## src/rtl/apb_slave_mem.sv

```systemverilog
// APB4 completer backed by a register word memory, with programmable wait states,
// byte-strobe writes and error responses. Optional counters under APB_SLV_STATS_EN.
module apb_slave_mem #(
  parameter int ADDR_WIDTH = 8,
  parameter int DATA_WIDTH = 32,
  parameter int DEPTH      = 32
) (
  input  logic                    PCLK,
  input  logic                    PRESET,
  input  logic                    PSEL,
  input  logic                    PENABLE,
  input  logic                    PWRITE,
  input  logic [ADDR_WIDTH-1:0]   PADDR,
  input  logic [DATA_WIDTH-1:0]   PWDATA,
  input  logic [DATA_WIDTH/8-1:0] PSTRB,
  input  logic [3:0]              wait_cfg,
  output logic                    PREADY,
  output logic [DATA_WIDTH-1:0]   PRDATA,
  output logic                    PSLVERR
`ifdef APB_SLV_STATS_EN
  ,
  output logic [15:0]             wr_cnt,
  output logic [15:0]             rd_cnt,
  output logic [15:0]             err_cnt
`endif
);

  localparam int BYTES = DATA_WIDTH / 8;
  localparam int OFF_W = $clog2(BYTES);
  localparam int IDX_W = (DEPTH > 1) ? $clog2(DEPTH) : 1;

  typedef enum logic [1:0] {
    S_IDLE   = 2'd0,
    S_ACCESS = 2'd1,
    S_DONE   = 2'd2
  } state_t;

  function automatic logic addr_err(input logic [ADDR_WIDTH-1:0] addr);
    logic [31:0] a32;
    a32 = 32'(addr);
    return ((a32 & 32'(BYTES - 1)) != 32'd0) || ((a32 >> OFF_W) >= 32'(DEPTH));
  endfunction

  function automatic logic [IDX_W-1:0] addr_idx(input logic [ADDR_WIDTH-1:0] addr);
    logic [31:0] a32;
    a32 = 32'(addr) >> OFF_W;
    return a32[IDX_W-1:0];
  endfunction

  function automatic logic [DATA_WIDTH-1:0] merge_strb(input logic [DATA_WIDTH-1:0] old_w,
                                                       input logic [DATA_WIDTH-1:0] new_w,
                                                       input logic [BYTES-1:0]      strb);
    logic [DATA_WIDTH-1:0] res;
    res = old_w;
    for (int b = 0; b < BYTES; b++) begin
      if (strb[b]) res[8*b +: 8] = new_w[8*b +: 8];
      else         res[8*b +: 8] = old_w[8*b +: 8];
    end
    return res;
  endfunction

  state_t                r_state, w_state_nx;
  logic [ADDR_WIDTH-1:0] r_addr, w_addr_nx;
  logic                  r_write, w_write_nx;
  logic [DATA_WIDTH-1:0] r_wdata, w_wdata_nx;
  logic [BYTES-1:0]      r_strb, w_strb_nx;
  logic [3:0]            r_cnt, w_cnt_nx;
  logic                  r_pready, w_pready_nx;
  logic                  r_pslverr, w_pslverr_nx;
  logic [DATA_WIDTH-1:0] r_prdata, w_prdata_nx;
  logic [DATA_WIDTH-1:0] r_mem [DEPTH];

  logic                  w_mem_we;
  logic [ADDR_WIDTH-1:0] w_sel_addr;
  logic                  w_sel_write;
  logic                  w_err;
  logic [IDX_W-1:0]      w_idx;
  logic [DATA_WIDTH-1:0] w_resp_data;

  // In IDLE the response is computed from the live setup bus; afterwards from the latched copy.
  assign w_sel_addr  = (r_state == S_ACCESS) ? r_addr : PADDR;
  assign w_sel_write = (r_state == S_ACCESS) ? r_write : PWRITE;
  assign w_err       = addr_err(w_sel_addr);
  assign w_idx       = addr_idx(w_sel_addr);
  assign w_resp_data = (w_err || w_sel_write) ? '0 : r_mem[w_idx];

  // FSM state and registered response
  always_ff @(posedge PCLK) begin
    if (PRESET) begin
      r_state   <= S_IDLE;
      r_addr    <= '0;
      r_write   <= 1'b0;
      r_wdata   <= '0;
      r_strb    <= '0;
      r_cnt     <= 4'd0;
      r_pready  <= 1'b0;
      r_pslverr <= 1'b0;
      r_prdata  <= '0;
    end else begin
      r_state   <= w_state_nx;
      r_addr    <= w_addr_nx;
      r_write   <= w_write_nx;
      r_wdata   <= w_wdata_nx;
      r_strb    <= w_strb_nx;
      r_cnt     <= w_cnt_nx;
      r_pready  <= w_pready_nx;
      r_pslverr <= w_pslverr_nx;
      r_prdata  <= w_prdata_nx;
    end
  end

  // Next-state, wait countdown and response loading
  always_comb begin
    w_state_nx   = r_state;
    w_addr_nx    = r_addr;
    w_write_nx   = r_write;
    w_wdata_nx   = r_wdata;
    w_strb_nx    = r_strb;
    w_cnt_nx     = r_cnt;
    w_pready_nx  = r_pready;
    w_pslverr_nx = r_pslverr;
    w_prdata_nx  = r_prdata;
    w_mem_we     = 1'b0;
    case (r_state)
      S_IDLE: begin
        if (PSEL && !PENABLE) begin
          w_state_nx  = S_ACCESS;
          w_addr_nx   = PADDR;
          w_write_nx  = PWRITE;
          w_wdata_nx  = PWDATA;
          w_strb_nx   = PSTRB;
          w_cnt_nx    = wait_cfg;
          w_pready_nx = (wait_cfg == 4'd0);
          if (wait_cfg == 4'd0) begin
            w_pslverr_nx = w_err;
            w_prdata_nx  = w_resp_data;
          end else begin
            w_pslverr_nx = 1'b0;
            w_prdata_nx  = '0;
          end
        end else if (PSEL && PENABLE) begin
          // Access phase with no setup: answer with an immediate error
          w_state_nx   = S_DONE;
          w_pready_nx  = 1'b1;
          w_pslverr_nx = 1'b1;
          w_prdata_nx  = '0;
        end else begin
          w_state_nx = S_IDLE;
        end
      end
      S_ACCESS: begin
        if (!PSEL) begin
          w_state_nx   = S_IDLE;
          w_pready_nx  = 1'b0;
          w_pslverr_nx = 1'b0;
          w_prdata_nx  = '0;
        end else if (PENABLE && r_pready) begin
          w_mem_we     = r_write && !w_err;
          w_state_nx   = S_IDLE;
          w_pready_nx  = 1'b0;
          w_pslverr_nx = 1'b0;
          w_prdata_nx  = '0;
        end else if (PENABLE) begin
          w_cnt_nx    = r_cnt - 4'd1;
          w_pready_nx = (r_cnt == 4'd1);
          if (r_cnt == 4'd1) begin
            w_pslverr_nx = w_err;
            w_prdata_nx  = w_resp_data;
          end else begin
            w_pslverr_nx = r_pslverr;
            w_prdata_nx  = r_prdata;
          end
        end else begin
          w_state_nx = S_ACCESS;
        end
      end
      S_DONE: begin
        w_state_nx   = S_IDLE;
        w_pready_nx  = 1'b0;
        w_pslverr_nx = 1'b0;
        w_prdata_nx  = '0;
      end
      default: begin
        w_state_nx   = S_IDLE;
        w_pready_nx  = 1'b0;
        w_pslverr_nx = 1'b0;
        w_prdata_nx  = '0;
      end
    endcase
  end

  // Word memory with byte-lane writes on the completion edge
  always_ff @(posedge PCLK) begin
    if (PRESET) begin
      for (int i = 0; i < DEPTH; i++) r_mem[i] <= '0;
    end else if (w_mem_we) begin
      r_mem[w_idx] <= merge_strb(r_mem[w_idx], r_wdata, r_strb);
    end else begin
      r_mem[w_idx] <= r_mem[w_idx];
    end
  end

  assign PREADY  = r_pready;
  assign PRDATA  = r_prdata;
  assign PSLVERR = r_pslverr;

`ifdef APB_SLV_STATS_EN
  logic        w_xfer_end;
  logic [15:0] r_wr_cnt, r_rd_cnt, r_err_cnt;

  assign w_xfer_end = (r_state == S_ACCESS) && PSEL && PENABLE && r_pready;

  // Saturating transfer counters
  always_ff @(posedge PCLK) begin
    if (PRESET) begin
      r_wr_cnt  <= 16'd0;
      r_rd_cnt  <= 16'd0;
      r_err_cnt <= 16'd0;
    end else begin
      if (w_xfer_end && !r_pslverr && r_write && (r_wr_cnt != 16'hFFFF))
        r_wr_cnt <= r_wr_cnt + 16'd1;
      else
        r_wr_cnt <= r_wr_cnt;
      if (w_xfer_end && !r_pslverr && !r_write && (r_rd_cnt != 16'hFFFF))
        r_rd_cnt <= r_rd_cnt + 16'd1;
      else
        r_rd_cnt <= r_rd_cnt;
      if (((w_xfer_end && r_pslverr) || (r_state == S_DONE)) && (r_err_cnt != 16'hFFFF))
        r_err_cnt <= r_err_cnt + 16'd1;
      else
        r_err_cnt <= r_err_cnt;
    end
  end

  assign wr_cnt  = r_wr_cnt;
  assign rd_cnt  = r_rd_cnt;
  assign err_cnt = r_err_cnt;
`endif

endmodule
```

## config.mk

```make
export PLATFORM = sky130hd
export DESIGN_NAME = apb_slave_mem
export DESIGN_NICKNAME = d
export VERILOG_FILES = /design/src/rtl/apb_slave_mem.sv
export SDC_FILE = /design/constraint.sdc
export NUM_CORES = 1
export LEC_CHECK = 0
export BUFFER_PORTS_ARGS = -buffer_cell sky130_fd_sc_hd__buf_4
export CAP_MARGIN = 15
export CELL_PAD_IN_SITES_DETAIL_PLACEMENT = 0
export CELL_PAD_IN_SITES_GLOBAL_PLACEMENT = 1
export CORE_ASPECT_RATIO = 1.75
export CORE_MARGIN = 10
export CORE_UTILIZATION = 53
export DETAILED_ROUTE_END_ITERATION = 8
export GPL_ROUTABILITY_DRIVEN = 0
export GPL_TIMING_DRIVEN = 0
export PLACE_DENSITY = 0.91
export SLEW_MARGIN = 15
export SYNTH_ARGS = -nofsm -noshare
export SYNTH_HDL_FRONTEND = slang
export SYNTH_SLANG_ARGS = --single-unit
```

## constraint.sdc

```tcl
create_clock -name PCLK -period 4.2 [get_ports PCLK]
set_clock_uncertainty 0.2 [all_clocks]
set_input_delay 0.21 -clock PCLK [delete_from_list [all_inputs] [get_ports PCLK]]
set_output_delay 0.21 -clock PCLK [all_outputs]
set_load 0.01 [all_outputs]
```

==> results <==
- For this design the ratio of total power to cell area is 427 mW/mm².
- 87 I/O pins were placed.
- At the end of the flow the core is filled with cells to 61.0%.
- The deepest level of the CTS H-tree is 3.
- The average detailed-routed wire length per instance is 31.9 µm.
- CTS saw 1,109 sinks.
- Setup violations remaining at the end of the flow were counted as 175.
- The sequential area share after synthesis is 62.8%.
- Synthesis handed over a netlist of 4,083 instances.
- The worst hold path belongs to the class in2reg.
- Summing all flip-flop and latch instances after layout gives 0.0325 mm².
- Once routing completed, OpenROAD measured the worst setup slack at -0.362 ns.
- The overall overflow remaining after global route is 0.
- The clock input transition at the sequential cells of the worst setup and hold paths is 0.07 ns.
- The final layout net count is 4,409.
- The unique cell type count in the Yosys netlist is 46.
- The number of I/O port buffers is 86.
- In this design, the critical path's most frequently occurring cell is sky130_fd_sc_hd__buf_2.
- The total track usage is 32.0%.
- The internal power component is 18.7 mW.
- After detailed routing, the number of remaining DRC violations is 0.
- The placed instances occupy a cell area of 0.0549 mm².
- The CTS root buffer is sky130_fd_sc_hd__clkbuf_16.
- The startpoint of the lowest-slack hold path is PWDATA[0].
- In this run the standard cell core region covers 0.0969 mm².
- The pin slew with the least headroom to its limit is 1.21 ns.
- The worst setup path is of the reg2reg kind.
- The source of the worst register-to-register timing path is r_state[1]$_SDFFE_PP0P_.
- The total power consumption of the routed design is 25.2 mW.
- The first detailed-routing pass took 8 iterations.
- After synthesis, the share of flip-flops with an asynchronous set or reset is 0%.
- The number of antenna violations at the first check in global routing is 5.
- The part of the total power dissipated in combinational logic is 13.1%.
- The top cell types in the final layout, fill and taps aside, are sky130_fd_sc_hd__a22o_1 (1,025), sky130_fd_sc_hd__edfxtp_1 (1,024), sky130_fd_sc_hd__o22ai_1 (513).
- The largest buffer count on any clock path is 3.
- Net switching is 26.1% of the power.
- The largest incremental delay on the critical path is 0.95 ns.
- The final reports fail on negative setup slack.
- The most used flip-flop cell after synthesis is sky130_fd_sc_hd__edfxtp_1.
- TritonCTS created 94 clock buffers.
- The sequential share of power is 50.1%.
- Summing every instance area after synthesis gives 0.0517 mm².
- The die area is 0.111 mm².
- Buffers added to address setup during post-CTS repair amount to 0.
- The largest individual stage delay along the critical path comes from the cell sky130_fd_sc_hd__nor2_1.
- For this configuration, the core starts out at a cell density of 53.3%.
- The final-layout fill cell count is 7,462.
- The critical path goes through buf_2 > nand2b_4 > buf_6 > buf_6 > a31oi_4 > buf_2 > buf_2 > or3_1 > nor2_1 > clkbuf_1 > a22o_1.
- The via count normalized by instance count is 7.12.
- The tool flagged a number of max-cap violations equal to 0.
- Headroom to the max-slew limit came out at 19.1%.
- The net switching power is 6.59 mW.
- The launching instance or port of the critical path is r_state[1]$_SDFFE_PP0P_.
- The cell leakage power is 20.9 nW.
- The multi-input combinational cells in the finished layout cover a total of 0.0174 mm².
- The synthesized design contains 1,024 enable-type register cells.
- The achievable clock frequency is 0.219 GHz.
- The wire length of the first global-routing pass is 260 mm.
- The run finished, with violations left.
- On the final layout, the worst hold slack is 0.0922 ns.
- The pin count of the biggest net entering global routing is 19.
- The final-report hold violation count was 0.
- The number of pins exceeding their max-slew limit in the final report came to 0.
- The starting DRC count in detailed routing is 5,815.
- Row generation in the floorplan step produced 151 rows.
- In the final layout, the share of cells above drive strength 1 is 13.1%.
- The via total after detailed routing is 40.8k.
- The count of warnings emitted by yosys is 0.
- The clock tree from TritonCTS is built.
- The floorplan die height is 433 µm.
- At the worst endpoint, the required time is 4.56 ns.
- In this run the register-to-register setup slack is -0.36 ns.
- The sum of negative setup slack is -16.91 ns.
- The routed design could run at a clock period as short as 4.56 ns.
- In this run the mean area of a mapped cell was 12.7 µm².
- The maximum vdd drop is 0.451 mV.
- The finished cells cover 0.0591 mm².
- The number of synthesized register bits is 1,109.
- The final wirelength is 183 mm.
- The clock network latency to the later pin of the worst-skew pair is 0.70 ns.
- The startpoint type of the worst setup path is a flop.
- The residual antenna-violating net count after detailed routing is 0.
- The maximum fanout along the worst path is 10.
- Setup repair after global routing could not meet its margin everywhere.
- The wire-length estimate of the detail-placed layout is 141 mm.
- The library cell used most frequently in the layout, excluding fill and tap cells, is sky130_fd_sc_hd__a22o_1.
- The number of nets produced by synthesis is 4,138.
- The number of global-route vias before repair came to 40.7k.
- The critical path endpoint category is a flop.
- The die is 256 µm wide.
- The share of total power dissipated in the clock network is 36.8%.
- The area growth from synthesis to layout is 14.3%.
- At the worst endpoint, the arrival time is 4.92 ns.
- The ratio of final minimum period to clock period is 109%.
final cells by class:
cell class | count | share of cell area, %
Sequential cell | 1109 | 54.9
Multi-Input combinational cell | 2461 | 29.4
Clock buffer | 122 | 4.48
Buffer | 508 | 3.93
Timing Repair Buffer | 175 | 3.55
Tap cell | 1300 | 2.75
Clock inverter | 47 | 0.942
Inverter | 5 | 0.0318
Antenna cell | 5 | 0.0212
through the flow:
step | setup slack [ns] | cells
3_5_place_dp | -0.262 | 5501
4_1_cts | -0.00357 | 5727
5_1_grt | -0.321 | 5730
2_1_floorplan | 0.982 | 4083
6_report | -0.362 | 5732
3_3_place_gp | -0.819 | 5469
final timing paths:
path | endpoint | depth (start not counted)
max | r_mem[18][21]$_SDFFCE_PN0P_ | 11
min | r_wdata[0]$_SDFFE_PP0P_ | 4
max reg2reg | r_mem[18][21]$_SDFFCE_PN0P_ | 11
min reg2reg | r_wdata[28]$_SDFFE_PP0P_ | 2
power groups by stage:
stage                     clock network [mW]  logic (mW)  registers (mW)
after floorplan                            0        1.82            12.9
after global placement                     0        2.84            12.9
after detailed placement                   0        3.02            12.9
after CTS                               9.22        3.10            12.6
after global routing                    9.60        3.44            12.7
final                                   9.29        3.30            12.7
cells in the mapped netlist, types with 2 or more instances:
cell	count	area [µm²]
sky130_fd_sc_hd__a22o_1	1025	8980
sky130_fd_sc_hd__edfxtp_1	1024	30700
sky130_fd_sc_hd__o22ai_1	513	3210
sky130_fd_sc_hd__clkbuf_1	324	1220
sky130_fd_sc_hd__nor2_1	243	912
sky130_fd_sc_hd__o21ai_0	182	911
sky130_fd_sc_hd__nand2_1	140	526
sky130_fd_sc_hd__buf_2	131	656
sky130_fd_sc_hd__dfxtp_1	85	1700
sky130_fd_sc_hd__o21ai_1	81	405
sky130_fd_sc_hd__buf_4	50	375
sky130_fd_sc_hd__a21oi_1	49	245
sky130_fd_sc_hd__nand2b_1	38	238
sky130_fd_sc_hd__and3_1	33	206
sky130_fd_sc_hd__nor3_2	32	320
sky130_fd_sc_hd__nand4_1	31	194
sky130_fd_sc_hd__o2bb2ai_1	30	263
sky130_fd_sc_hd__nor3_1	10	50.1
sky130_fd_sc_hd__or3_1	8	50.1
sky130_fd_sc_hd__and2_1	5	31.3
sky130_fd_sc_hd__inv_1	5	18.8
sky130_fd_sc_hd__mux2i_1	5	50.1
sky130_fd_sc_hd__mux2_2	4	45.0
sky130_fd_sc_hd__a31oi_4	3	63.8
sky130_fd_sc_hd__nand3_1	3	15.0
sky130_fd_sc_hd__a22oi_1	2	15.0
sky130_fd_sc_hd__a2bb2o_1	2	20.0
sky130_fd_sc_hd__and4bb_2	2	25.0
sky130_fd_sc_hd__buf_6	2	22.5
sky130_fd_sc_hd__ha_1	2	25.0
sky130_fd_sc_hd__nand3b_1	2	15.0
sky130_fd_sc_hd__nor2b_1	2	12.5
sky130_fd_sc_hd__nor4_1	2	12.5
per-layer routing:
layer / vias to the layer above / wire length, µm / part of all wire [%] / GRT usage (%)
li1: 17200 / - / - / -
met1: 19600 / 55400 / 30 / 31.9
met2: 3123 / 90400 / 50 / 55.8
met3: 934 / 18500 / 10 / 7.66
met4: 6 / 18100 / 9.9 / 26.9
met5: - / 184 / 0.10 / 1.04
state kept, by name (all words and copies together), names as in the netlist:
register,flops
r_addr,8
PREADY,1
r_write,1
PRDATA,32
r_wdata,32
r_strb,4
r_mem,1024
r_cnt,4
r_state,2
PSLVERR,1
critical path: cells and delay by family, from the launching register on:
kind            cells  cell delay (ns)
simple gates        3             1.68
flops               1             0.30
buf+inv             6             1.74
compound gates      2             0.45
cell families (layout without fill, tap and decap cells):
kind of cell | count (synthesis) | count (layout) | share of synthesized area (%)
buf+inv | 513 | 857 | 4.43
flops | 1109 | 1109 | 62.8
compound gates | 1893 | 1893 | 27.4
fa+ha+maj | 2 | 2 | 0.0484
mux | 10 | 10 | 0.211
other cells | 0 | 5 | 0
simple gates | 556 | 556 | 5.15
what timing repair did:
action | in CTS | in global routing
cloned | 0 | 0
endpoints found under the setup margin | 1062 | 1322
hold buffers | 57 | 0
hold endpoints to repair | 53 | 0
resized for setup | 49 | 88
Note: power is estimated with default switching activity, not from simulation.
